**config.mk**
```make
export PLATFORM = sky130hd
export DESIGN_NAME = mem_wb_skid_reg
export DESIGN_NICKNAME = d
export VERILOG_FILES = /design/src/rtl/mem_wb_skid_reg.sv
export SDC_FILE = /design/constraint.sdc
export NUM_CORES = 1
export LEC_CHECK = 0
export ABC_AREA = 1
export CORE_MARGIN = 4
export CORE_UTILIZATION = 53
export DETAILED_ROUTE_END_ITERATION = 8
export PLACE_DENSITY = 0.94
export SLEW_MARGIN = 10
export SYNTH_ARGS = -nofsm -noshare
export SYNTH_HDL_FRONTEND = slang
export SYNTH_SLANG_ARGS = --single-unit
```
**constraint.sdc**
```tcl
create_clock -name clk -period 2.2 [get_ports clk]
set_input_delay 0.22 -clock clk [delete_from_list [all_inputs] [get_ports clk]]
set_output_delay 0.22 -clock clk [all_outputs]
set_load 0.01 [all_outputs]
```
**src/rtl/mem_wb_skid_reg.sv**
```systemverilog
// MEM->WB stage register: valid/ready handshake with a 2-entry skid buffer.
// MAIN drives the WB outputs and SKID holds the newer entry under back-pressure.
// Also provides a forwarding lookup over both held entries and a saturating stall counter.
module mem_wb_skid_reg #(
    parameter int DATA_W = 32,
    parameter int RD_W   = 4,
    parameter int CNT_W  = 16
) (
    input  logic              clk,
    input  logic              reset,      // active-low, asynchronous
    input  logic              flush,
    input  logic              in_valid,
    output logic              in_ready,
    input  logic [DATA_W-1:0] in_data,
    input  logic [RD_W-1:0]   in_rd,
    input  logic              in_wr_en,
    output logic              out_valid,
    input  logic              out_ready,
    output logic [DATA_W-1:0] out_data,
    output logic [RD_W-1:0]   out_rd,
    output logic              out_wr_en,
    input  logic [RD_W-1:0]   q_rs,
    output logic              q_hit,
    output logic [DATA_W-1:0] q_data,
    output logic [CNT_W-1:0]  stall_cnt
);

    typedef enum logic [1:0] {S_EMPTY, S_ONE, S_FULL} state_t;

    state_t              state_q, state_d;
    logic [DATA_W-1:0]   main_data_q, main_data_d, skid_data_q, skid_data_d;
    logic [RD_W-1:0]     main_rd_q, main_rd_d, skid_rd_q, skid_rd_d;
    logic                main_we_q, main_we_d, skid_we_q, skid_we_d;
    logic                in_ready_q, in_ready_d;
    logic [CNT_W-1:0]    stall_q, stall_d;
    logic                accept, emit, main_vld, skid_vld;

    assign main_vld = (state_q != S_EMPTY);
    assign skid_vld = (state_q == S_FULL);
    assign accept   = in_valid & in_ready_q;
    assign emit     = main_vld & out_ready;

    // Next-state and payload movement between the input, SKID and MAIN
    always_comb begin
        state_d     = state_q;
        main_data_d = main_data_q;
        main_rd_d   = main_rd_q;
        main_we_d   = main_we_q;
        skid_data_d = skid_data_q;
        skid_rd_d   = skid_rd_q;
        skid_we_d   = skid_we_q;
        case (state_q)
            S_EMPTY: begin
                if (accept) begin
                    state_d     = S_ONE;
                    main_data_d = in_data;
                    main_rd_d   = in_rd;
                    main_we_d   = in_wr_en;
                end
            end
            S_ONE: begin
                if (accept && !emit) begin
                    state_d     = S_FULL;
                    skid_data_d = in_data;
                    skid_rd_d   = in_rd;
                    skid_we_d   = in_wr_en;
                end else if (accept && emit) begin
                    main_data_d = in_data;
                    main_rd_d   = in_rd;
                    main_we_d   = in_wr_en;
                end else if (emit) begin
                    state_d = S_EMPTY;
                end
            end
            S_FULL: begin
                // in_ready is low here, so only a drain can happen
                if (emit) begin
                    state_d     = S_ONE;
                    main_data_d = skid_data_q;
                    main_rd_d   = skid_rd_q;
                    main_we_d   = skid_we_q;
                end
            end
            default: state_d = S_EMPTY;
        endcase
        // Flush overrides everything; any payload loaded this cycle becomes invisible
        if (flush) state_d = S_EMPTY;
        in_ready_d = (state_d != S_FULL);
    end

    // Saturating count of cycles where WB back-pressures a valid entry
    always_comb begin
        stall_d = stall_q;
        if (main_vld && !out_ready && (stall_q != {CNT_W{1'b1}}))
            stall_d = stall_q + CNT_W'(1);
    end

    // State, payload, ready and counter registers
    always_ff @(posedge clk or negedge reset) begin
        if (!reset) begin
            state_q     <= S_EMPTY;
            main_data_q <= '0;
            main_rd_q   <= '0;
            main_we_q   <= 1'b0;
            skid_data_q <= '0;
            skid_rd_q   <= '0;
            skid_we_q   <= 1'b0;
            in_ready_q  <= 1'b0;
            stall_q     <= '0;
        end else begin
            state_q     <= state_d;
            main_data_q <= main_data_d;
            main_rd_q   <= main_rd_d;
            main_we_q   <= main_we_d;
            skid_data_q <= skid_data_d;
            skid_rd_q   <= skid_rd_d;
            skid_we_q   <= skid_we_d;
            in_ready_q  <= in_ready_d;
            stall_q     <= stall_d;
        end
    end

    // Forwarding lookup: the younger SKID entry takes priority over MAIN
    always_comb begin
        q_hit  = 1'b0;
        q_data = '0;
        if (skid_vld && skid_we_q && (skid_rd_q == q_rs)) begin
            q_hit  = 1'b1;
            q_data = skid_data_q;
        end else if (main_vld && main_we_q && (main_rd_q == q_rs)) begin
            q_hit  = 1'b1;
            q_data = main_data_q;
        end
    end

    assign in_ready  = in_ready_q;
    assign out_valid = main_vld;
    assign out_data  = main_vld ? main_data_q : '0;
    assign out_rd    = main_vld ? main_rd_q : '0;
    assign out_wr_en = main_vld & main_we_q;
    assign stall_cnt = stall_q;

endmodule

```
==> impl_metrics.yaml <==
global_routing:
  grt_start_max_net_pins: 76
  grt_pass1_wl_um: 27600
  grt.overflow.total: 0
  grt_pass1_vias: 5637
  grt_usage: 0.306
  antenna_found_initial: 0
clock_tree:
  cts_root_buffer: "clkbuf_8"
  numCtsBuffers: 9
  cts.clk_slew.worst_paths_ns: 0.10
  clock-sinks: 93
  cts_tree: "done"
  worstSkewPairLatency_ns: 0.37
  ctsLongestPathBuffers: 2
  cts_max_level: 3
synth:
  ys_ff_latch: 93
  netlist_top_cells_area: "dfrtp_1 (46%), nand2_1 (13%), nand3_1 (7.6%)"
  yosysMostFrequentCell: "nand2_1"
  yosys.area_share.adder: 0.00246
  synth.avg_cell_area_sq_um: 7.30
  postSynthCellCount: 697
  yosys-top-cells-count: "nand2_1 (175), inv_1 (94), dfrtp_1 (93)"
  synth_top_area_frac: 0.457
  synth-edff-count: 0
  synth_flop_cell: "dfrtp_1"
  synth_xor_area_frac: 0.0155
  synth-compound-area-share: 0.144
  synth.area.mux_share: 0
  async_flop_share: 1.00
  synth_top_family_by_area: "simple AND/OR/NAND/NOR gates"
  synth_top_cell_by_area: "dfrtp_1"
  seq_area_frac_synth: 0.457
  synthSimpleGateAreaFrac: 0.270
  yosysWarnings: 0
  synth.distinct_cells: 26
  synth_area_sq_mm: 0.00509
  syn_nets: 744
critical_path:
  r2r-start: "state_q[0]$_DFF_PN0_"
  reg2regPathDepth: 8
  startpoint_type: "flop"
  critical_path_class: "reg2out"
  critPathMaxFanout: 38
  required_ns: 1.98
  cp-startpoint: "state_q[0]$_DFF_PN0_"
  regToRegSetupSlack_ns: 0.13
  cp-end-kind: "primary output"
  arrival_ns: 2.00
  r2r_end: "main_data_q[5]$_DFFE_PN0P_"
floorplanning:
  core_sq_mm: 0.00928
  ios: 134
  start_util: 0.548
  die_w_um: 106
  die_area_sq_mm: 0.0112
  die_height_um: 106
  rows: 35
timing:
  slew_violations: 0
  setup_viol: 8
  maxSlewHeadroom: 0.562
  finalHoldViolCount: 0
  min_period_ns: 2.22
  rsz0062_at_grt: "yes"
  worst_slew_pin_slew_ns: 0.657
  finalSetupTns_ns: -0.0539
  max_freq_ghz: 0.450
  worst_slack_ns: -0.0229
  fin_worst_skew_ns: 0.0197
  post-route-period-util: 1.01
power:
  seq_power_share: 0.449
  combPwrFrac: 0.289
  p_switching_mw: 1.95
  p_leak_nw: 3.47
  swShare: 0.351
  peakVddDrop_mv: 0.505
  intPower_mw: 3.60
  pwr_density_cell_mw_per_mm2: 780
  clkPwrFrac: 0.262
  total_power_mw: 5.55
final_layout:
  final_layout_size_suffix_gt1_frac: 0.153
  num_antenna_cells: 0
  area_delta_synth_final_pct: 39.7
  nets: 885
route:
  route.antenna.remaining_nets: 0
  wl_per_cell_um: 18.3
  routed_wl_um: 17800
  drc: 0
  vias_per_cell: 5.93
  vias: 5760
  drtIter0Drc: 515
  drtPass1Iterations: 9
run_status:
  failed_checks: "negative setup slack"
  status: "complete, but fails checks"
place:
  dp_hpwl_um: 10200
  port_buffers: 133
  gp_congestion: 0.892
worst_hold_path:
  hp-class: "in2async"
job:
  drv_cap: 0
-- layout by cell type, fill, tap and decap left out, types with 6 or more instances in the layout --
cell               n
xnor2_1            7
buf_8              6
buf_2             21
dfrtp_1           92
o211ai_1          36
clkbuf_8          10
nand2_1          167
clkdlybuf4s50_1   98
nor2_4             7
buf_6              8
o21ai_0           47
inv_1             93
nand3_1           60
nand2_2            7
o21ai_1           35
nand3_2           15
a21oi_1            6
clkbuf_2          10
buf_4             19
nor2_1            59
-- worst max path at each step --
stage | slack (ns) | depth (start not counted) | to
after floorplan | 0.68 | 9 | stall_cnt[12]$_DFFE_PN0P_
after global placement | -0.16 | 9 | q_data[4]
after detailed placement | -0.17 | 9 | q_data[2]
after CTS | -0.1 | 10 | q_data[6]
after global routing | -0.09 | 9 | q_data[18]
final | -0.02 | 5 | out_data[1]
-- through the flow --
step,hold WS (ns),util,instance area (sq um),cells,setup slack [ns]
after floorplan,-0.0756,-,5090,697,0.676
after global placement,0.0877,0.710,6590,934,-0.157
after detailed placement,0.0915,0.710,6590,934,-0.169
after CTS,0.255,0.767,7120,970,-0.0998
after global routing,0.275,0.766,7110,972,-0.0893
final,0.244,0.766,7110,972,-0.0229
-- final cells by class --
| type | count | area [sq um] |
|---|---|---|
| multi-input combinational | 465 | 2370 |
| sequential | 93 | 2330 |
| fill | 619 | 2180 |
| timing repair buffer | 171 | 1620 |
| inverter | 98 | 368 |
| tap | 129 | 161 |
| clock buffer | 10 | 138 |
| clock inverter | 6 | 116 |
-- worst max-delay path, stage by stage (launching register included) --
cell,delay (ns)
dfrtp_2,0.45
buf_6,0.13
nor2_4,0.13
buf_8,0.29
nor2_1,0.13
clkdlybuf4s50_1,0.50
-- kinds of logic after synthesis --
| logic type | Yosys count |
|---|---|
| simple gates | 328 |
| buf+inv | 139 |
| compound gates | 127 |
| flops | 93 |
| xor+xnor | 9 |
| fa+ha+maj | 1 |
-- power groups by stage --
stage	Combinational (mW)	Clock [mW]	Sequential [mW]
2_1_floorplan	0.784	0	2.42
3_5_place_dp	1.42	0	2.48
5_1_grt	1.73	1.52	2.54
3_3_place_gp	1.35	0	2.44
4_1_cts	1.49	1.43	2.45
6_report	1.60	1.46	2.49
-- metal layers --
layer  routed length, um  track usage
met5                   0            0
met4                 796        0.148
met2                8800        0.518
met1                6350        0.372
met3                1830       0.0631
-- registers in the layout, summed over array words and instances (netlist names) --
name	cells
main_data_q	32
skid_data_q	32
stall_cnt	16
main_rd_q	4
skid_rd_q	4
state_q	2
in_ready	1
main_we_q	1
skid_we_q	1
-- repair_timing --
item | CTS | global route
buffers inserted | 15 | 6
endpoints found under the hold margin | 17 | 0
gates cloned | 4 | 1
setup endpoints to repair | 47 | 73
gates resized for setup | 103 | 78
pin swaps | 4 | 20
hold buffers | 1 | 0
No activity file was read; power rests on OpenSTA's default activity.
